File: config.mk
export PLATFORM = sky130hd
export DESIGN_NAME = pkt_input_ctrl
export DESIGN_NICKNAME = d
export VERILOG_FILES = /design/src/rtl/pkt_input_ctrl.sv
export SDC_FILE = /design/constraint.sdc
export NUM_CORES = 1
export LEC_CHECK = 0
export ABC_AREA = 1
export CAP_MARGIN = 20
export CORE_MARGIN = 2
export CORE_UTILIZATION = 45
export DETAILED_ROUTE_END_ITERATION = 10
export PLACE_DENSITY = 0.77
export SYNTH_ARGS = -nofsm -noshare
export SYNTH_HDL_FRONTEND = slang
export SYNTH_SLANG_ARGS = --single-unit
File: constraint.sdc
create_clock -name i_clk -period 2.65 [get_ports i_clk]
set_input_delay 0.53 -clock i_clk [delete_from_list [all_inputs] [get_ports i_clk]]
set_output_delay 0.53 -clock i_clk [all_outputs]
set_load 0.01 [all_outputs]
File: src/rtl/pkt_input_ctrl.sv
// pkt_input_ctrl: latches packet headers, requests SRAM blocks and writes beats into linked blocks.
// Optional PKT_LEN_CHECK_EN: i_eop ends packets early and flags length mismatches on o_len_err.
module pkt_input_ctrl #(
    parameter int DATA_WIDTH      = 32,
    parameter int BLK_WORDS       = 16,
    parameter int BLK_ADDR_WIDTH  = 11,
    parameter int DA_WIDTH        = 4,
    parameter int PRI_WIDTH       = 3,
    parameter int LEN_WIDTH       = 10,
    parameter int PREFETCH        = 6,
    localparam int OFS_W          = $clog2(BLK_WORDS)
) (
    input  logic                            i_clk,
    input  logic                            i_rst_n,
    input  logic                            i_sop,
    input  logic                            i_wr_vld,
    input  logic [DATA_WIDTH-1:0]           i_wr_data,
    input  logic                            i_eop,
    output logic                            o_in_rdy,
    output logic                            o_addr_req,
    input  logic                            i_blk_addr_vld,
    input  logic [BLK_ADDR_WIDTH-1:0]       i_blk_addr,
    output logic                            o_hdr_vld,
    output logic [DA_WIDTH-1:0]             o_da,
    output logic [PRI_WIDTH-1:0]            o_pri,
    output logic                            o_blk_addr_vld,
    output logic [BLK_ADDR_WIDTH-1:0]       o_blk_addr,
    output logic                            o_sram_wr,
    output logic [BLK_ADDR_WIDTH+OFS_W-1:0] o_sram_addr,
    output logic [DATA_WIDTH-1:0]           o_sram_data,
    output logic                            o_pkt_done,
    output logic                            o_len_err
);
    localparam int BYTES = DATA_WIDTH / 8;
    localparam int CNT_W = LEN_WIDTH + 1;
    localparam logic [OFS_W-1:0] OFS_LAST = OFS_W'(BLK_WORDS - 1);
    localparam logic [OFS_W-1:0] OFS_PREF = OFS_W'(BLK_WORDS - PREFETCH);

    typedef enum logic [1:0] {IDLE, WAIT_ADDR, WRITE, STALL} state_t;

    state_t                    state_q, state_d;
    logic                      rdy_en_q;
    logic [DATA_WIDTH-1:0]     hdr_q;
    logic                      hdr_eop_q;
    logic [CNT_W-1:0]          words_q, blocks_q, req_cnt_q, wr_cnt_q;
    logic [OFS_W-1:0]          ofs_q;
    logic [BLK_ADDR_WIDTH-1:0] blk_q, nxt_q;
    logic                      nxt_vld_q, req_pend_q;

    logic [LEN_WIDTH-1:0]      hdr_len;
    logic [CNT_W-1:0]          words_d, blocks_d;
    logic                      acc, gnt, hdr_acc, wr_hdr, wr, wr_eop, last, early;
    logic                      end_pkt, blk_end, pref, len_err_d, unused_eop;
    logic [BLK_ADDR_WIDTH-1:0] wr_blk;
    logic [OFS_W-1:0]          wr_ofs;
    logic [DATA_WIDTH-1:0]     wr_data;

    assign hdr_len  = i_wr_data[DA_WIDTH+PRI_WIDTH +: LEN_WIDTH];
    assign words_d  = CNT_W'(1) + ({1'b0, hdr_len} + CNT_W'(BYTES - 1)) / CNT_W'(BYTES);
    assign blocks_d = (words_d >> OFS_W) + CNT_W'(|words_d[OFS_W-1:0]);
    assign o_in_rdy = rdy_en_q && (state_q == IDLE || state_q == WRITE);

    // A grant only counts while a request is outstanding, including the cycle the request pulses.
    always_comb begin
        acc     = i_wr_vld && o_in_rdy;
        gnt     = i_blk_addr_vld && (o_addr_req || req_pend_q);
        hdr_acc = acc && i_sop && state_q == IDLE;
        wr_hdr  = state_q == WAIT_ADDR;
        wr      = wr_hdr ? gnt : (acc && state_q == WRITE);
        wr_blk  = wr_hdr ? i_blk_addr : blk_q;
        wr_ofs  = wr_hdr ? '0 : ofs_q;
        wr_data = wr_hdr ? hdr_q : i_wr_data;
        wr_eop  = wr_hdr ? hdr_eop_q : i_eop;
        last    = (wr_cnt_q + CNT_W'(1)) == words_q;
`ifdef PKT_LEN_CHECK_EN
        early      = wr_eop && !last;
        len_err_d  = early || (last && !wr_eop);
        unused_eop = 1'b0;
`else
        early      = 1'b0;
        len_err_d  = 1'b0;
        unused_eop = wr_eop;
`endif
        end_pkt = wr && (last || early);
        blk_end = wr && !end_pkt && wr_ofs == OFS_LAST;
        pref    = wr && !end_pkt && wr_ofs == OFS_PREF && req_cnt_q < blocks_q;
    end

    always_comb begin
        state_d = state_q;
        case (state_q)
            IDLE:      if (hdr_acc) state_d = WAIT_ADDR;
            WAIT_ADDR: if (gnt) state_d = end_pkt ? IDLE : WRITE;
            WRITE:     if (end_pkt) state_d = IDLE;
                       else if (blk_end && !nxt_vld_q && !gnt) state_d = STALL;
            STALL:     if (gnt) state_d = WRITE;
            default:   state_d = IDLE;
        endcase
    end

    always_ff @(posedge i_clk or negedge i_rst_n) begin
        if (!i_rst_n) state_q <= IDLE;
        else          state_q <= state_d;
    end

    always_ff @(posedge i_clk or negedge i_rst_n) begin
        if (!i_rst_n) begin
            rdy_en_q       <= 1'b0;
            hdr_q          <= '0;
            hdr_eop_q      <= 1'b0;
            words_q        <= '0;
            blocks_q       <= '0;
            req_cnt_q      <= '0;
            wr_cnt_q       <= '0;
            ofs_q          <= '0;
            blk_q          <= '0;
            nxt_q          <= '0;
            nxt_vld_q      <= 1'b0;
            req_pend_q     <= 1'b0;
            o_addr_req     <= 1'b0;
            o_hdr_vld      <= 1'b0;
            o_da           <= '0;
            o_pri          <= '0;
            o_blk_addr_vld <= 1'b0;
            o_blk_addr     <= '0;
            o_sram_wr      <= 1'b0;
            o_sram_addr    <= '0;
            o_sram_data    <= '0;
            o_pkt_done     <= 1'b0;
            o_len_err      <= 1'b0;
        end else begin
            rdy_en_q       <= 1'b1;
            o_hdr_vld      <= 1'b0;
            o_addr_req     <= 1'b0;
            o_blk_addr_vld <= 1'b0;
            o_sram_wr      <= 1'b0;
            o_pkt_done     <= 1'b0;
            o_len_err      <= 1'b0;
            req_pend_q     <= (req_pend_q || o_addr_req) && !gnt;
            if (hdr_acc) begin
                hdr_q      <= i_wr_data;
                hdr_eop_q  <= i_eop;
                o_da       <= i_wr_data[DA_WIDTH-1:0];
                o_pri      <= i_wr_data[DA_WIDTH +: PRI_WIDTH];
                o_hdr_vld  <= 1'b1;
                o_addr_req <= 1'b1;
                words_q    <= words_d;
                blocks_q   <= blocks_d;
                req_cnt_q  <= CNT_W'(1);
                wr_cnt_q   <= '0;
                nxt_vld_q  <= 1'b0;
            end
            if (wr) begin
                o_sram_wr      <= 1'b1;
                o_sram_addr    <= {wr_blk, wr_ofs};
                o_sram_data    <= wr_data;
                o_blk_addr_vld <= wr_ofs == '0;
                o_pkt_done     <= end_pkt;
                o_len_err      <= len_err_d;
                wr_cnt_q       <= wr_cnt_q + CNT_W'(1);
                blk_q          <= wr_blk;
                ofs_q          <= wr_ofs + OFS_W'(1);
                if (wr_ofs == '0) o_blk_addr <= wr_blk;
            end
            if (pref) begin
                o_addr_req <= 1'b1;
                req_cnt_q  <= req_cnt_q + CNT_W'(1);
            end
            // Early grants park in the next-block register until the current block fills.
            if (gnt && state_q == WRITE && !blk_end) begin
                nxt_q     <= i_blk_addr;
                nxt_vld_q <= 1'b1;
            end
            if (blk_end) begin
                blk_q     <= nxt_vld_q ? nxt_q : i_blk_addr;
                nxt_vld_q <= 1'b0;
            end
            if (gnt && state_q == STALL) blk_q <= i_blk_addr;
            if (end_pkt) nxt_vld_q <= 1'b0;
        end
    end
endmodule
Word-level counts from Yosys, hierarchy flattened. Cells that the tools add are included.

Add/subtract/negate cells: 6. Multipliers: 0. Divide/modulo/power cells: 0. Magnitude comparators: 1. Equality and inequality tests: 10. Shift operators: 0. Mux-type cells: 28. Bitwise gates (word level): 0. Reductions and logical operators: 32.

Operators by type and width (count): 11-bit two-way mux (9); 32-bit two-way mux (1); 11-bit by 1-bit adder with 11-bit output, second input constant (2); 1-bit logical AND (17); 2-bit two-way mux (6); 10-bit by 2-bit adder with 11-bit output, second input constant (1); 11-bit == test (1); 11-bit less-than comparator (1); 1-bit by 9-bit adder with 10-bit output, first input constant (1); 1-bit two-way mux (10); 4-bit == test, second input constant (2); 2-bit one-hot mux with 4 select lines (1); 6-bit by 1-bit adder with 7-bit output (1); 2-bit != test, second input constant (3); 4-bit by 1-bit adder with 4-bit output, second input constant (1); 2-bit == test, second input constant (2); 1-bit logical NOT (4); 4-bit logical NOT (1); 4-bit two-way mux (1); 4-bit AND reduction (1); 2-bit nonzero test (2); 4-bit nonzero test (1); 4-bit OR reduction (1); 3-bit by 2-bit != test with 1-bit output, second input constant (1); 5 further kinds (6).

Register bits: 177. Latch bits: 0. RAM bits: 0. Memory bits (read-only): 0. Input port bits: 49. Logic and storage cells: 99. Memories kept: 0.

Longest topological paths before layout.
Depth in word-level cells: 15. Depth in mapped cells: 17.

Worst setup path before layout. Ideal clock, no wire load.

Path kind: register -> register. From: register state_q[0]. To: register blk_q[0]. Arrival: 2.232 ns. Setup slack: 0.283 ns. Cell stages (with the launch flop): 13. Clock period less this slack: 2.367 ns. Cells stage by stage: dfrtp_1 inv_1 nor2_1 buf_2 buf_2 nor2_1 ha_1 inv_1 nor4_1 nand2_4 buf_6 o21ai_1 o21ai_0.

Elaborated cells on any way between the ends: 21. Classes of those cells: eq/ne: 4; mux: 6; reduce/logical: 11.

RTL lines: start: declaration (RTL line 41) `state_t state_q, state_d;`; start signal: assignment (RTL line 103) `else state_q <= state_d;`; 2-bit by 1-bit == test with 1-bit output * (RTL line 68) `wr_hdr = state_q == WAIT_ADDR;`; 4-bit two-way mux * (RTL line 71) `wr_ofs = wr_hdr ? '0 : ofs_q;`; net wr_ofs[1] (RTL line 55) `logic [OFS_W-1:0] wr_ofs;`; 4-bit == test * (RTL line 85) `blk_end = wr && !end_pkt && wr_ofs == OFS_LAST;`; 1-bit logical AND * (RTL line 85); 11-bit two-way mux (RTL line 174) `if (blk_end) begin`; 11-bit two-way mux (RTL line 178) `if (gnt && state_q == STALL) blk_q <= i_blk_addr;`; end signal: assignment (RTL line 161) `blk_q <= wr_blk;`; end signal: assignment (RTL line 175) `blk_q <= nxt_vld_q ? nxt_q : i_blk_addr;`; end signal: assignment (RTL line 178); end: declaration (RTL line 47) `logic [BLK_ADDR_WIDTH-1:0] blk_q, nxt_q;`.

The timed path passes the listed nets; every way through them passes the cells marked *. The select of a mux whose other input is x is not followed. A chain may end at the register's enable or synchronous reset.

Final worst setup path.
From: register wr_cnt_q[1]. To: register blk_q[5].

Longest elaborated chain between the ends: 8. Elaborated cells on any way between the ends: 9. Classes of those cells: add/sub: 1; eq/ne: 1; mux: 2; reduce/logical: 5.

Ends and longest elaborated chain: start: declaration (RTL line 45) `logic [CNT_W-1:0] words_q, blocks_q, req_cnt_q, wr_cnt_q;`; start signal: assignment (RTL line 160) `wr_cnt_q <= wr_cnt_q + CNT_W'(1);`; 11-bit by 1-bit adder with 11-bit output * (RTL line 74) `last = (wr_cnt_q + CNT_W'(1)) == words_q;`; 11-bit == test * (RTL line 74); 1-bit logical AND * (RTL line 84) `end_pkt = wr && (last || early);`; 1-bit logical NOT * (RTL line 85); 1-bit logical AND * (2 in a row) (RTL line 85); 11-bit two-way mux (RTL line 174); 11-bit two-way mux (RTL line 178).

Mark *: on every way between the ends. The rest lies on a longest branch, timed or not.

==> out/results.tsv <==
stage	metric	value	unit
cts	total CTS buffers	17	
sta	Final Hold Violating Endpoints	0	
sta	Setup TNS	0	ns
sta	slew margin rel.	43.9	%
placed_design	GPL Wtd Cong	0.868	
sta	post-layout minimum cycle time	2.43	ns
finish	area delta synth->final	26.0	%
synth	sequential area share after synthesis	52.1	%
power	Pleak	4.72	nW
critical_path	r2r setup slk	0.22	ns
synth	syn nets	1050	
cts	worst skew pair latency	0.44	ns
routing	DR WL/cell	14.2	um
finish	multi-input logic area	3300	sq um
synth	synth warn	0	
floorplanning	die width	137	um
finish	post-route cell area	9980	sq um
global_routing	first-pass GRT wire length	31800	um
synth	Post-synth EDFFs	0	
run	MaxCap Viol Count	0	
synth	Yosys cell types	39	
synth	top-area cell type share of the netlist area	52.1	%
sta	Slew Limit Fails	0	
sta	Worst Tran Pin Value	0.839	ns
finish	final core utilization	57.9	%
finish	Sequential Area	4130	sq um
critical_path	CP max FO	20	
placed_design	Placement Cell Area	9370	sq um
critical_path	crit start category	flop	
critical_path	critical path class	flop to flop	
synth	Synth Instances	987	
critical_path	RR Startpoint	wr_cnt_q[1]	
floorplanning	IO Pins	121	
cts	clock tree sinks	165	
floorplanning	die height	137	um
synth	cell area after synthesis	7930	sq um
cts	Hold Buf Count CTS	0	
floorplanning	Die Area	18700	sq um
routing	Total Wirelength	18900	um
synth	Top FF cell, synth	dfrtp_1	
run_status	status	completed	
global_routing	pin count of the biggest net entering global routing	64	
floorplanning	Initial Util	46.0	%
power	Pwr Density	1090	nW/um^2
sta	clk_skew	0.0134	ns
power	Peak VDD IR	634	uV
global_routing	GRT Overall Usage	21.7	%
finish	fin nets	1161	
power	sw power	4.04	mW
synth	top cells by area, synth	dfrtp_1 52%, nand2_1 15%, o21ai_0 4.7%	
routing	First-pass DRT Iterations	4	
synth	Yosys top cell by area	dfrtp_1	
critical_path	Worst Path Required	3.00	ns
sta	Fmax	411	MHz
cts	CTS tree	done	
routing	DRT antenna net count	0	
power	switching portion of total power	37.1	%
sta	fin crit share	91.8	%
routing	Via Count	6817	
global_routing	antenna violations before repair	0	
power	combinational share of power	38.0	%
placed_design	Port Buffers	118	
sta	RSZ-0062 raised after global routing	false	
routing	DRC viols	0	
finish	diode count	0	
cts	Worst-path clk slew	0.07	ns
finish	commonest cells after routing, fill and taps aside	323 x nand2_1, 165 x dfrtp_1, 117 x clkdlybuf4s50_1	
global_routing	vias in the first global route	6623	
power	Clk pwr share	22.1	%
synth	syn_area_per_cell	8.03	sq um
critical_path	Worst EP arrival	2.79	ns
synth	share of flip-flops with an asynchronous set or reset	100	%
cts	H-tree lvl count	4	
synth	Yosys reg bits	165	
finish	layout cell share with drive strength beyond 1	7.83	%
routing	1st-iter DRT viols	431	
power	Pwr Total	10.9	mW
sta	number of setup violations in the final report	0	
critical_path	Critical Path End Type	flop	
cts	Post-CTS Setup Repair Bufs	0	
power	part of the power in registers	39.9	%
critical_path	start point of the critical path	wr_cnt_q[1]	
worst_hold_path	HP Class	primary input to async pin	
cts	root buffer cell	clkbuf_16	
floorplanning	core area	17200	sq um
routing	vias per cell	5.10	
global_routing	total congestion overflow	0	
finish	fillers	1542	
cts	Longest Clk Path Bufs	2	
power	Int Pwr	6.84	mW
placed_design	hpwl dp	12500	um
floorplanning	Rows	48	
finish	most common cell after layout, fill and taps aside	nand2_1	
## critical path, cell delays in order, from the launching register on
cell     delay (ns)
dfrtp_1        0.40
ha_1           0.22
nand2_2        0.11
nor2_2         0.17
inv_1          0.08
nand2_2        0.08
nor2_1         0.04
nor2_1         0.12
nand3_1        0.10
nor2_2         0.18
nand2_2        0.13
nand2_4        0.23
inv_1          0.18
nand2_1        0.10
nand3_1        0.08
nand3_1        0.12
## cell usage after synthesis (all sizes together) (2+ instances only)
library cell / n
a21oi: 21
a22oi: 5
a31oi: 32
buf: 19
clkbuf: 32
conb: 2
dfrtp: 165
ha: 14
inv: 80
nand2: 329
nand3: 59
nand3b: 5
nand4: 3
nor2: 103
nor3: 4
nor4: 2
o211ai: 3
o21ai: 88
o22ai: 6
o31ai: 2
xor2: 7
## metal layers
layer / track usage [%] / vias up / part of all wire [%]
met2: 34.5 / 190 / 46
met3: 6.63 / 26 / 7.5
met5: 0 / - / 0
met1: 28.4 / 3202 / 45
met4: 6.94 / 0 / 1.5
li1: - / 3399 / -
## state kept, by name, indices dropped and copies added (netlist names), 4 cells and up
register and cells:
blk_q 11, blocks_q 7, hdr_q 27, nxt_q 11
o_blk_addr 11, o_sram_addr 15, o_sram_data 32, ofs_q 4
req_cnt_q 11, words_q 10, wr_cnt_q 11
## worst paths after layout
check | to | cells after the start
worst max register to register | blk_q[5] | 15
worst min-delay path | o_sram_addr[10] | 1
worst min register to register | blocks_q[0] | 2
max in group asynchronous | o_sram_data[23] | 2
worst max-delay path | blk_q[5] | 15
min in group i_clk | blocks_q[0] | 2
## logic make-up (layout without fill, tap and decap cells)
logic type               Yosys count  count (layout)  synth area share, %
AND/OR/NAND/NOR                  506             507                 26.0
flip-flops                       165             165                 52.1
AO/OA/AOI/OAI                    160             160                 11.5
buffers and inverters            131             254                 6.96
adder cells (fa/ha/maj)           14              14                 2.21
XOR/XNOR                           9               9                 1.17
other                              2               2               0.0947
## power by group through the flow
stage	registers [mW]	clock network (mW)	logic, mW
floorplan	4.39	0	2.27
global placement	4.32	0	4.01
detailed placement	4.36	0	4.13
CTS	4.34	2.46	4.16
global route	4.48	2.55	4.68
finish	4.34	2.40	4.13
## through the flow
stage / instances / hold WS [ns] / worst slack [ns]
floorplan: 987 / 0.234 / 0.283
detailed placement: 1303 / 0.459 / -0.191
global route: 1336 / 0.120 / 0.00283
CTS: 1335 / 0.0920 / 0.115
finish: 1336 / 0.0727 / 0.217
global placement: 1303 / 0.454 / -0.115
## cell type report
class	count	area share, %
Timing Repair Buffer	142	14.0
Clock inverter	14	1.48
Clock buffer	18	4.30
Inverter	80	3.01
Tap cell	225	2.82
Sequential cell	165	41.4
Multi-Input combinational cell	692	33.0
## repair_timing
item                       CTS  global route
setup endpoints to repair    0            15
hold endpoints to repair     0             0
resized for setup            0             5
(Power assumes the default switching activity.)
